**src/rtl/delay_pkg.sv**
```systemverilog
// Shared types for the delayed-valid capture FIFO.
// DELAY_CAPTURE_TIMESTAMP_EN adds a 16-bit timestamp to each entry.
package delay_pkg;

    localparam int DATA_W_DEFAULT = 32;
    localparam int TS_W           = 16;

`ifdef DELAY_CAPTURE_TIMESTAMP_EN
    localparam int TS_BITS = TS_W;

    typedef struct packed {
        logic [TS_W-1:0]           ts;
        logic [DATA_W_DEFAULT-1:0] data;
    } capture_entry_t;
`else
    localparam int TS_BITS = 0;

    typedef struct packed {
        logic [DATA_W_DEFAULT-1:0] data;
    } capture_entry_t;
`endif

endpackage

```
**src/rtl/delay_fifo_mem.sv**
```systemverilog
// Entry storage for the capture FIFO: wrap-around pointers,
// occupancy counter and first-word fall-through read port.
module delay_fifo_mem #(
    parameter  int W     = 32,
    parameter  int DEPTH = 4,
    localparam int PTR_W = $clog2(DEPTH),
    localparam int LVL_W = PTR_W + 1
) (
    input  logic             clk,
    input  logic             rst_n,
    input  logic             clear,
    input  logic             wr_en,
    input  logic             rd_en,
    input  logic [W-1:0]     wr_entry,
    output logic [W-1:0]     rd_entry,
    output logic [LVL_W-1:0] level
);

    logic [W-1:0]     mem [DEPTH];
    logic [PTR_W-1:0] wr_ptr;
    logic [PTR_W-1:0] rd_ptr;

    // Contents need no reset: the head is only observed while level != 0.
    always_ff @(posedge clk) begin
        if (wr_en) begin
            mem[wr_ptr] <= wr_entry;
        end
    end

    always_ff @(posedge clk or negedge rst_n) begin
        if (!rst_n) begin
            wr_ptr <= '0;
            rd_ptr <= '0;
            level  <= '0;
        end else if (clear) begin
            wr_ptr <= '0;
            rd_ptr <= '0;
            level  <= '0;
        end else begin
            if (wr_en) begin
                wr_ptr <= wr_ptr + PTR_W'(1);
            end
            if (rd_en) begin
                rd_ptr <= rd_ptr + PTR_W'(1);
            end
            if (wr_en && !rd_en) begin
                level <= level + LVL_W'(1);
            end else if (rd_en && !wr_en) begin
                level <= level - LVL_W'(1);
            end
        end
    end

    assign rd_entry = mem[rd_ptr];

endmodule

```
**src/rtl/delay_capture_fifo.sv**
```systemverilog
// Captures one word per rising edge of a delayed-valid level into a FWFT FIFO.
// DELAY_CAPTURE_TIMESTAMP_EN adds a cycle-count timestamp per word (out_timestamp).
module delay_capture_fifo
    import delay_pkg::*;
#(
    parameter  int DATA_W = DATA_W_DEFAULT,
    parameter  int DEPTH  = 4,
    localparam int LVL_W  = $clog2(DEPTH) + 1
) (
    input  logic              clk,
    input  logic              rst_n,
    input  logic [DATA_W-1:0] in_data,
    input  logic              in_valid,
    input  logic              clear,
    output logic [DATA_W-1:0] out_data,
    output logic              out_valid,
    input  logic              out_ready,
`ifdef DELAY_CAPTURE_TIMESTAMP_EN
    output logic [TS_W-1:0]   out_timestamp,
`endif
    output logic              full,
    output logic              empty,
    output logic [LVL_W-1:0]  level,
    output logic              overflow
);

    localparam int ENTRY_W = DATA_W + TS_BITS;

    logic               in_valid_q;
    logic               push;
    logic               pop;
    logic               wr_en;
    logic               rd_en;
    logic [ENTRY_W-1:0] wr_entry;
    logic [ENTRY_W-1:0] rd_entry;

    always_ff @(posedge clk or negedge rst_n) begin
        if (!rst_n) begin
            in_valid_q <= 1'b0;
        end else begin
            in_valid_q <= in_valid;
        end
    end

    assign push = in_valid & ~in_valid_q;
    assign pop  = out_valid & out_ready;

    assign empty     = (level == '0);
    assign full      = (level == LVL_W'(DEPTH));
    assign out_valid = ~empty;

    // A full FIFO still accepts a push when the head leaves in the same cycle.
    assign wr_en = push & (~full | pop) & ~clear;
    assign rd_en = pop & ~clear;

    always_ff @(posedge clk or negedge rst_n) begin
        if (!rst_n) begin
            overflow <= 1'b0;
        end else if (clear) begin
            overflow <= 1'b0;
        end else if (push && full && !pop) begin
            overflow <= 1'b1;
        end
    end

`ifdef DELAY_CAPTURE_TIMESTAMP_EN
    logic [TS_W-1:0] ts_cnt;

    // Free-running; flush leaves the time base untouched.
    always_ff @(posedge clk or negedge rst_n) begin
        if (!rst_n) begin
            ts_cnt <= '0;
        end else begin
            ts_cnt <= ts_cnt + TS_W'(1);
        end
    end

    assign wr_entry      = {ts_cnt, in_data};
    assign out_timestamp = out_valid ? rd_entry[ENTRY_W-1 -: TS_W] : '0;
`else
    assign wr_entry = in_data;
`endif

    assign out_data = out_valid ? rd_entry[DATA_W-1:0] : '0;

    delay_fifo_mem #(
        .W     (ENTRY_W),
        .DEPTH (DEPTH)
    ) u_mem (
        .clk      (clk),
        .rst_n    (rst_n),
        .clear    (clear),
        .wr_en    (wr_en),
        .rd_en    (rd_en),
        .wr_entry (wr_entry),
        .rd_entry (rd_entry),
        .level    (level)
    );

endmodule

```
**config.mk**
```make
export PLATFORM = sky130hd
export DESIGN_NAME = delay_capture_fifo
export DESIGN_NICKNAME = d
export VERILOG_FILES = /design/src/rtl/delay_pkg.sv /design/src/rtl/delay_fifo_mem.sv /design/src/rtl/delay_capture_fifo.sv
export SDC_FILE = /design/constraint.sdc
export NUM_CORES = 1
export LEC_CHECK = 0
export BUFFER_PORTS_ARGS = -buffer_cell sky130_fd_sc_hd__buf_4
export CAP_MARGIN = 10
export CORE_MARGIN = 2
export CORE_UTILIZATION = 55
export CTS_CLUSTER_DIAMETER = 200
export DETAILED_ROUTE_END_ITERATION = 16
export PLACE_DENSITY = 0.77
export SLEW_MARGIN = 20
export SYNTH_ARGS = -nofsm -noshare
export SYNTH_HDL_FRONTEND = slang
export SYNTH_SLANG_ARGS = --single-unit
```
**constraint.sdc**
```tcl
create_clock -name clk -period 5.3 [get_ports clk]
set_input_delay 0.53 -clock clk [delete_from_list [all_inputs] [get_ports clk]]
set_output_delay 0.53 -clock clk [all_outputs]
set_load 0.05 [all_outputs]
```
### Word level (Yosys, flattened, before mapping)

Memory sizes are Yosys's and may differ from the RTL's.
Cells that the tools add are included.

* memory bits (writable): 128
* memories kept: 1
* bits in registers: 9

Memory list
* u_mem.mem: words 4, width 32, rd ports 1, clocked after Yosys merged registers in 0, wr ports 1, line delay_fifo_mem.sv:19 `logic [W-1:0] mem [DEPTH];`

* multiplexer cells: 12
* add/sub/neg operators: 4
* reductions and logical operators: 12
* eq/ne operators: 1
* bitwise logic cells: 10

Operators by type and width (count)
* 32-bit two-way mux: 1
* 3-bit two-way mux: 3
* 2-bit two-way mux: 4
* 2-bit nonzero test: 3
* 1-bit AND: 5
* 2-bit by 1-bit adder with 2-bit output (second input constant): 2
* 1-bit logical AND: 4
* 1-bit two-way mux: 4
* 1-bit inverter: 4
* 3-bit by 1-bit adder with 3-bit output (second input constant): 1
* 3-bit == test (second input constant): 1
* 1-bit logical NOT: 3
* 3-bit logical NOT: 1
* 3-bit nonzero test: 1
* 3-bit by 1-bit subtractor with 3-bit output (second input constant): 1
* 1-bit OR: 1

### Depth between registers and ports, before layout

Gate-level depths: netlist (run 1).

* word-level depth: 11
* depth in mapped cells: 8
* depth with buffers taken out: 7

### By module

A second synthesis (run 1) with hierarchy kept.

* cell total of the unflattened synthesis: 255
* area, all modules: 5442.7 um^2

Modules (own cells, without submodules)
* delay_fifo_mem: cells each 209, times used 1, area an instance 5089.9 um^2
* delay_capture_fifo: cells each 46, times used 1, area an instance 352.8 um^2

### Worst setup path before layout (run 1)

Ideal clock, no wire load.

* path kind: register to output
* from: register u_mem.level[0]
* to: output port out_data[23]
* setup slack: 2.632 ns
* arrival: 2.138 ns
* cell stages (with the launch flop): 5
* path through: dfrtp_1 or3_1 buf_2 clkbuf_1 and2_1

* longest elaborated chain between the ends: 2

Ends and longest elaborated chain
* from (decl): line delay_fifo_mem.sv:16 `output logic [LVL_W-1:0] level`
* from (signal assigned): line delay_fifo_mem.sv:47 `level <= level + LVL_W'(1);`
* from (signal assigned): line delay_fifo_mem.sv:49 `level <= level - LVL_W'(1);`
* 3-bit logical NOT: line delay_capture_fifo.sv:48 `assign empty = (level == '0);`
* 32-bit two-way mux: line delay_capture_fifo.sv:84 `assign out_data = out_valid ? rd_entry[DATA_W-1:0] : '0;`
* to (decl): line delay_capture_fifo.sv:15 `output logic [DATA_W-1:0] out_data,`

No other way between the ends.

### Worst setup path after layout (run 1)

* from: register u_mem.rd_ptr[0]
* to: output port out_data[31]

* longest elaborated chain between the ends: 2

Ends and longest elaborated chain
* from (decl): line delay_fifo_mem.sv:21 `logic [PTR_W-1:0] rd_ptr;`
* from (signal assigned): line delay_fifo_mem.sv:44 `rd_ptr <= rd_ptr + PTR_W'(1);`
* memory 4 x 32 bit
* 32-bit two-way mux: line delay_capture_fifo.sv:84

No other way between the ends.

==> metrics.cfg, run 1 <==
[sta]
relSlewSlack_pct=40.4
finalCritPeriodShare_pct=58.4
hold_viol=0
worst_pin_slew_ps=894
max_freq_mhz=323
min_period_ps=3090
slew_violations=0
finalSetupTns_ps=0
rsz0062_at_grt=false
clock_skew_ps=16.0
setup_viol=0

[global_routing]
antenna_found_initial=0
first_global_vias=2852
grt_usage_pct=19.5
grt_overflow=0
grt_pass1_wl_mm=15.5
grt_max_degree=37

[critical_path]
crit_top_cell=buf_4
critical_path_class=reg -> out
r2r_cells=8
cp.required_ps=4770
cp.arrival_ps=2560
path_max_fanout=27
cp_cell_sequence=buf_4 -> mux4_1 -> and2_1 -> buf_4
setup.worst_path.end_class=output pin
max_stage_delay_ps=630
rrSetupSlack_ps=2840
startpoint_type=flip-flop
crit_slowest_cell=mux4_1

[status]
outcome=complete, no violations

[min_path]
min_path_type=in -> reg
min_path_cells=1

[placement]
dpl-instance-area_sq_mm=0.00612
hpwl_mm=5.67
place.gp.congestion=0.696
port-buffer-count=75

[routing]
wl_mm=9.82
first_iter_violations=164
wire_per_inst_microns=19.8
vias=2739
routed_via_density=5.51
drc=0
ant_nets=0
firstDrtPassIters=4

[final_layout]
areaGrowthSynthToFinish_pct=22.9
nets=393
final_core_util_pct=69.3
num-fill-cells=646
design_area_sq_mm=0.00675
drive_above_1_share_pct=39.6
regArea_sq_mm=0.00407
n_antenna_cell=0
multiInputGateArea_sq_mm=0.00128

[run]
maxCapViolations=0

[cts]
postCtsSetupBuffers=0
clk_latency_ps=520
cts.reportedPaths.clkPinSlew_ps=60
clock-sinks=137
max-clock-path-buffers=2
cts_resized=0
cts_tree=built
cts_root_buf=clkbuf_8
htreeDepth=4
cts_buffers=17
hold_buffers=1

[synthesis]
syn-cell-area_sq_mm=0.00549
synth_warnings=0
seq_area_frac_synth_pct=74.1
synth-seq-cells=137
avgSynthCellArea_sq_um=20.5
synthesis.nets=310
synth_cell_types=30
synthCells=268

[die]
fp.coreArea_sq_mm=0.00973
initial_core_util_pct=56.4
rows=36
die_x_microns=104
die-area_sq_mm=0.0108
ioPinCount=76
die_h_microns=104

[pwr]
powerDensity_mw_per_mm2=487
power.leakage_uw=0.00239
ir_drop_v=0.000415

[power by group]
part / switching [uW] / internal (uW)
Sequential: 32.8 / 1210
Combinational: 535 / 295
Clock: 444 / 770
[Yosys cell counts]
cell | number | area, sq um
a2111oi_2 | 1 | 15.0
mux4_1 | 4 | 105
inv_1 | 7 | 26.3
and2_1 | 38 | 238
a31o_1 | 1 | 8.76
edfxtp_1 | 128 | 3840
xnor2_1 | 1 | 8.76
mux4_2 | 28 | 631
dfrtp_1 | 9 | 225
clkbuf_1 | 5 | 18.8
a21o_1 | 1 | 7.51
or3_1 | 2 | 12.5
mux2i_1 | 1 | 10.0
nor2_1 | 7 | 26.3
fa_1 | 1 | 20.0
nor3_1 | 1 | 5.00
a31oi_1 | 2 | 12.5
buf_6 | 2 | 22.5
o21ai_0 | 2 | 10.0
nand2b_4 | 1 | 13.8
nand3_1 | 3 | 15.0
xor2_1 | 3 | 26.3
buf_12 | 3 | 60.1
a21oi_1 | 2 | 10.0
nand2_1 | 4 | 15.0
a211o_1 | 1 | 8.76
nor4b_2 | 1 | 15.0
ha_1 | 4 | 50.1
buf_2 | 4 | 20.0
nand4b_1 | 1 | 8.76
[cell families (layout without fill, tap and decap cells)]
logic type / after synthesis / count (layout) / synth area share, %
buffers and inverters: 21 / 117 / 2.69
AOI/OAI and AO/OA: 10 / 10 / 1.32
xor gates and xnor gates: 4 / 4 / 0.638
and+or+nand+nor: 58 / 58 / 6.36
adders and majority gates: 5 / 5 / 1.28
DFF: 137 / 137 / 74.1
muxes: 33 / 33 / 13.6
[metrics by stage]
stage                     total power (uW)  cells  hold slack [ps]  worst slack, ps
final                                 3290    497              167             2210
after global routing                  3400    497              131             2000
after CTS                             3320    497              141             2130
after detailed placement              2100    464              364             2700
after global placement                2090    464              361             2740
after floorplan                       1890    268              234             2630
[cell type report]
| type | instances | area share, % |
|---|---|---|
| Clock inverter | 13 | 2.88 |
| Tap cell | 133 | 2.47 |
| Multi-Input combinational cell | 110 | 18.9 |
| Timing Repair Buffer | 78 | 8.72 |
| Inverter | 7 | 0.390 |
| Sequential cell | 137 | 60.4 |
| Clock buffer | 19 | 6.25 |
[critical path, delay by kind of cell, from the launching register on]
kind | cells | cell delay, ps
buffers and inverters | 2 | 690
muxes | 1 | 630
DFF | 1 | 530
and+or+nand+nor | 1 | 170
[final timing paths]
kind                                  from              end
max in group asynchronous            rst_n  u_mem.rd_ptr[1]
min                               in_valid       in_valid_q
min reg2reg                       overflow         overflow
max                        u_mem.rd_ptr[0]     out_data[31]
max reg2reg                 u_mem.level[0]   u_mem.level[2]
min in group asynchronous            rst_n   u_mem.level[2]
[cell usage in the layout (no fill, tap or decap), drive strengths merged, types with 4 or more instances in the layout]
cell    Yosys  layout
bufinv      0       4
ha          4       4
clkinv      0       5
dfrtp       9       9
inv         7      10
nor2        7       7
mux4       32      32
clkbuf      5      19
nand2       4       4
buf         9      77
and2       38      38
edfxtp    128     128
[flip-flops by register name, summed over array words and instances, names as in the netlist]
register      flops
u_mem.rd_ptr      2
in_valid_q        1
u_mem.mem       128
overflow          1
u_mem.wr_ptr      2
u_mem.level       3
[metal layers]
metal	GRT usage, %	up-vias	wire length [microns]
met5	0	-	0
met4	5.12	0	68
met3	7.58	8	563
met2	31.3	88	5040
met1	25.3	1413	4140
li1	-	1230	-
Power figures use the tool's default switching activity.
==> inputs of run 2 (changes only) <==
==> constraint.sdc (replaced) <==
create_clock -name clk -period 3.15 [get_ports clk]
set_input_delay 0.315 -clock clk [delete_from_list [all_inputs] [get_ports clk]]
set_output_delay 0.315 -clock clk [all_outputs]
set_load 0.05 [all_outputs]
==> metrics.cfg, run 2 (synthesis results as in run 1) <==
[status]
outcome=complete, no violations

[sta]
clock_skew_ps=7.46  ; -8.58 ps
min_period_ps=2650
hold_viol=0  ; unchanged
max_freq_mhz=377
setup_viol=0  ; unchanged
finalSetupTns_ps=0  ; unchanged
rsz0062_at_grt=false
finalCritPeriodShare_pct=84.2
slew_violations=0  ; unchanged
worst_pin_slew_ps=837  ; -56.4 ps
relSlewSlack_pct=44.2  ; +3.8 points

[final_layout]
design_area_sq_mm=0.00706  ; +4.6%
regArea_sq_mm=0.00407  ; unchanged
top_register=u_mem.mem
largest_register_ffs=128  ; unchanged
num-fill-cells=620  ; -4.0%
n_antenna_cell=0  ; unchanged
mostFrequentLayoutCells=edfxtp_1, buf_4, and2_1
areaGrowthSynthToFinish_pct=28.5
reg.largest.list=u_mem.mem: 128 flops, u_mem.level: 3 flops
layout_commonest_cell=edfxtp_1
nets=428  ; +8.9%
multiInputGateArea_sq_mm=0.00128  ; unchanged
drive_above_1_share_pct=37.6  ; -2.0 points

[global_routing]
grt_usage_pct=20.2  ; +0.70 points
first_global_vias=3061  ; +7.3%
antenna_found_initial=0  ; unchanged
grt_max_degree=36  ; -2.7%
grt_overflow=0  ; unchanged
grt_pass1_wl_mm=16.1  ; +4.1%

[cts]
cts_buffers=17  ; unchanged
cts_tree=built
clk_latency_ps=510  ; about the same
clock-sinks=137  ; unchanged
cts_resized=0  ; unchanged
cts_root_buf=clkbuf_8
hold_buffers=30  ; +29
htreeDepth=4  ; unchanged
postCtsSetupBuffers=0  ; unchanged
max-clock-path-buffers=2  ; unchanged
cts.reportedPaths.clkPinSlew_ps=60  ; about the same

[placement]
hpwl_mm=5.94  ; +4.7%
place.gp.congestion=0.763  ; +9.7%
port-buffer-count=75  ; unchanged
dpl-instance-area_sq_mm=0.00616  ; +0.74%

[routing]
first_iter_violations=170  ; +3.7%
routed_via_density=5.45  ; -1.0%
drc=0  ; unchanged
ant_nets=0  ; unchanged
firstDrtPassIters=5  ; +1
wire_per_inst_microns=19.3  ; -2.6%
wl_mm=10.2  ; +4.3%
vias=2902  ; +6.0%

[die]
die-area_sq_mm=0.0108  ; unchanged
initial_core_util_pct=56.4  ; unchanged
die_x_microns=104  ; unchanged
fp.coreArea_sq_mm=0.00973  ; unchanged
die_h_microns=104  ; unchanged
ioPinCount=76  ; unchanged
rows=36  ; unchanged

[critical_path]
r2r_cells=7  ; -1
startpoint_type=flip-flop
r2r-end=u_mem.level[2]
path_max_fanout=11  ; -59%
endpoint=out_data[31]
cp.required_ps=2830  ; -1940 ps
regToRegStartpoint=u_mem.level[1]
critical_path_class=reg -> out
cp.arrival_ps=2340  ; -220 ps
setup.worst_path.end_class=output pin
cp-startpoint=u_mem.rd_ptr[0]
rrSetupSlack_ps=730  ; -2110 ps

[min_path]
min_path_type=in -> reg

[pwr]
power.leakage_uw=0.00252  ; +5.5%
powerDensity_mw_per_mm2=776  ; +59%
ir_drop_v=0.000472  ; +14%

[run]
maxCapViolations=0  ; unchanged

## run 2: worst max-delay path, stage by stage, from the launching register on
cell	delay [ps]
dfrtp_2	560
buf_4	300
mux4_1	570
and2_1	200
buf_4	190
## run 2: layer usage
layer | GRT usage (%) | part of all wire (%) | wire length (microns)
met2 | 34.4 | 54 | 5520
met4 | 7.63 | 1.2 | 124
met1 | 25.2 | 40 | 4130
met3 | 5.20 | 4.6 | 466
met5 | 0 | 0 | 0
## run 2: metrics by stage
step	instances	utilization (%)	worst slack (ps)	power, uW	hold WS [ps]
4_1_cts	532	72.5	454	5530	0.351
3_5_place_dp	470	63.4	726	3550	145
3_3_place_gp	470	63.4	808	3530	145
2_1_floorplan	268	-	646	3170	19.4
6_report	532	72.5	497	5480	18.5
5_1_grt	532	72.5	392	5660	1.76
## run 2: layout make-up
cell class | count | area share (%)
Clock buffer | 18 | 5.92
Clock inverter | 14 | 2.45
Inverter | 7 | 0.372
Multi-Input combinational cell | 110 | 18.1
Sequential cell | 137 | 57.7
Tap cell | 133 | 2.36
Timing Repair Buffer | 113 | 13.1
## run 2: worst min path at each step
| stage | from | endpoint | slack (ps) | cells past startpoint |
|---|---|---|---|---|
| after floorplan | rst_n | in_valid_q | 20 | 0 |
| after CTS | in_data[19] | u_mem.mem[0][19] | 0.4 | 1 |
| after global routing | in_data[6] | u_mem.mem[3][6] | 2 | 1 |
| after detailed placement | rst_n | u_mem.level[2] | 140 | 1 |
| after global placement | rst_n | u_mem.level[2] | 150 | 1 |
| final | in_data[6] | u_mem.mem[3][6] | 20 | 1 |
## run 2: power by group
part	internal, uW	switching [uW]	total (uW)
logic	531	912	1440
clock network	1210	735	1940
registers	2030	55.6	2090
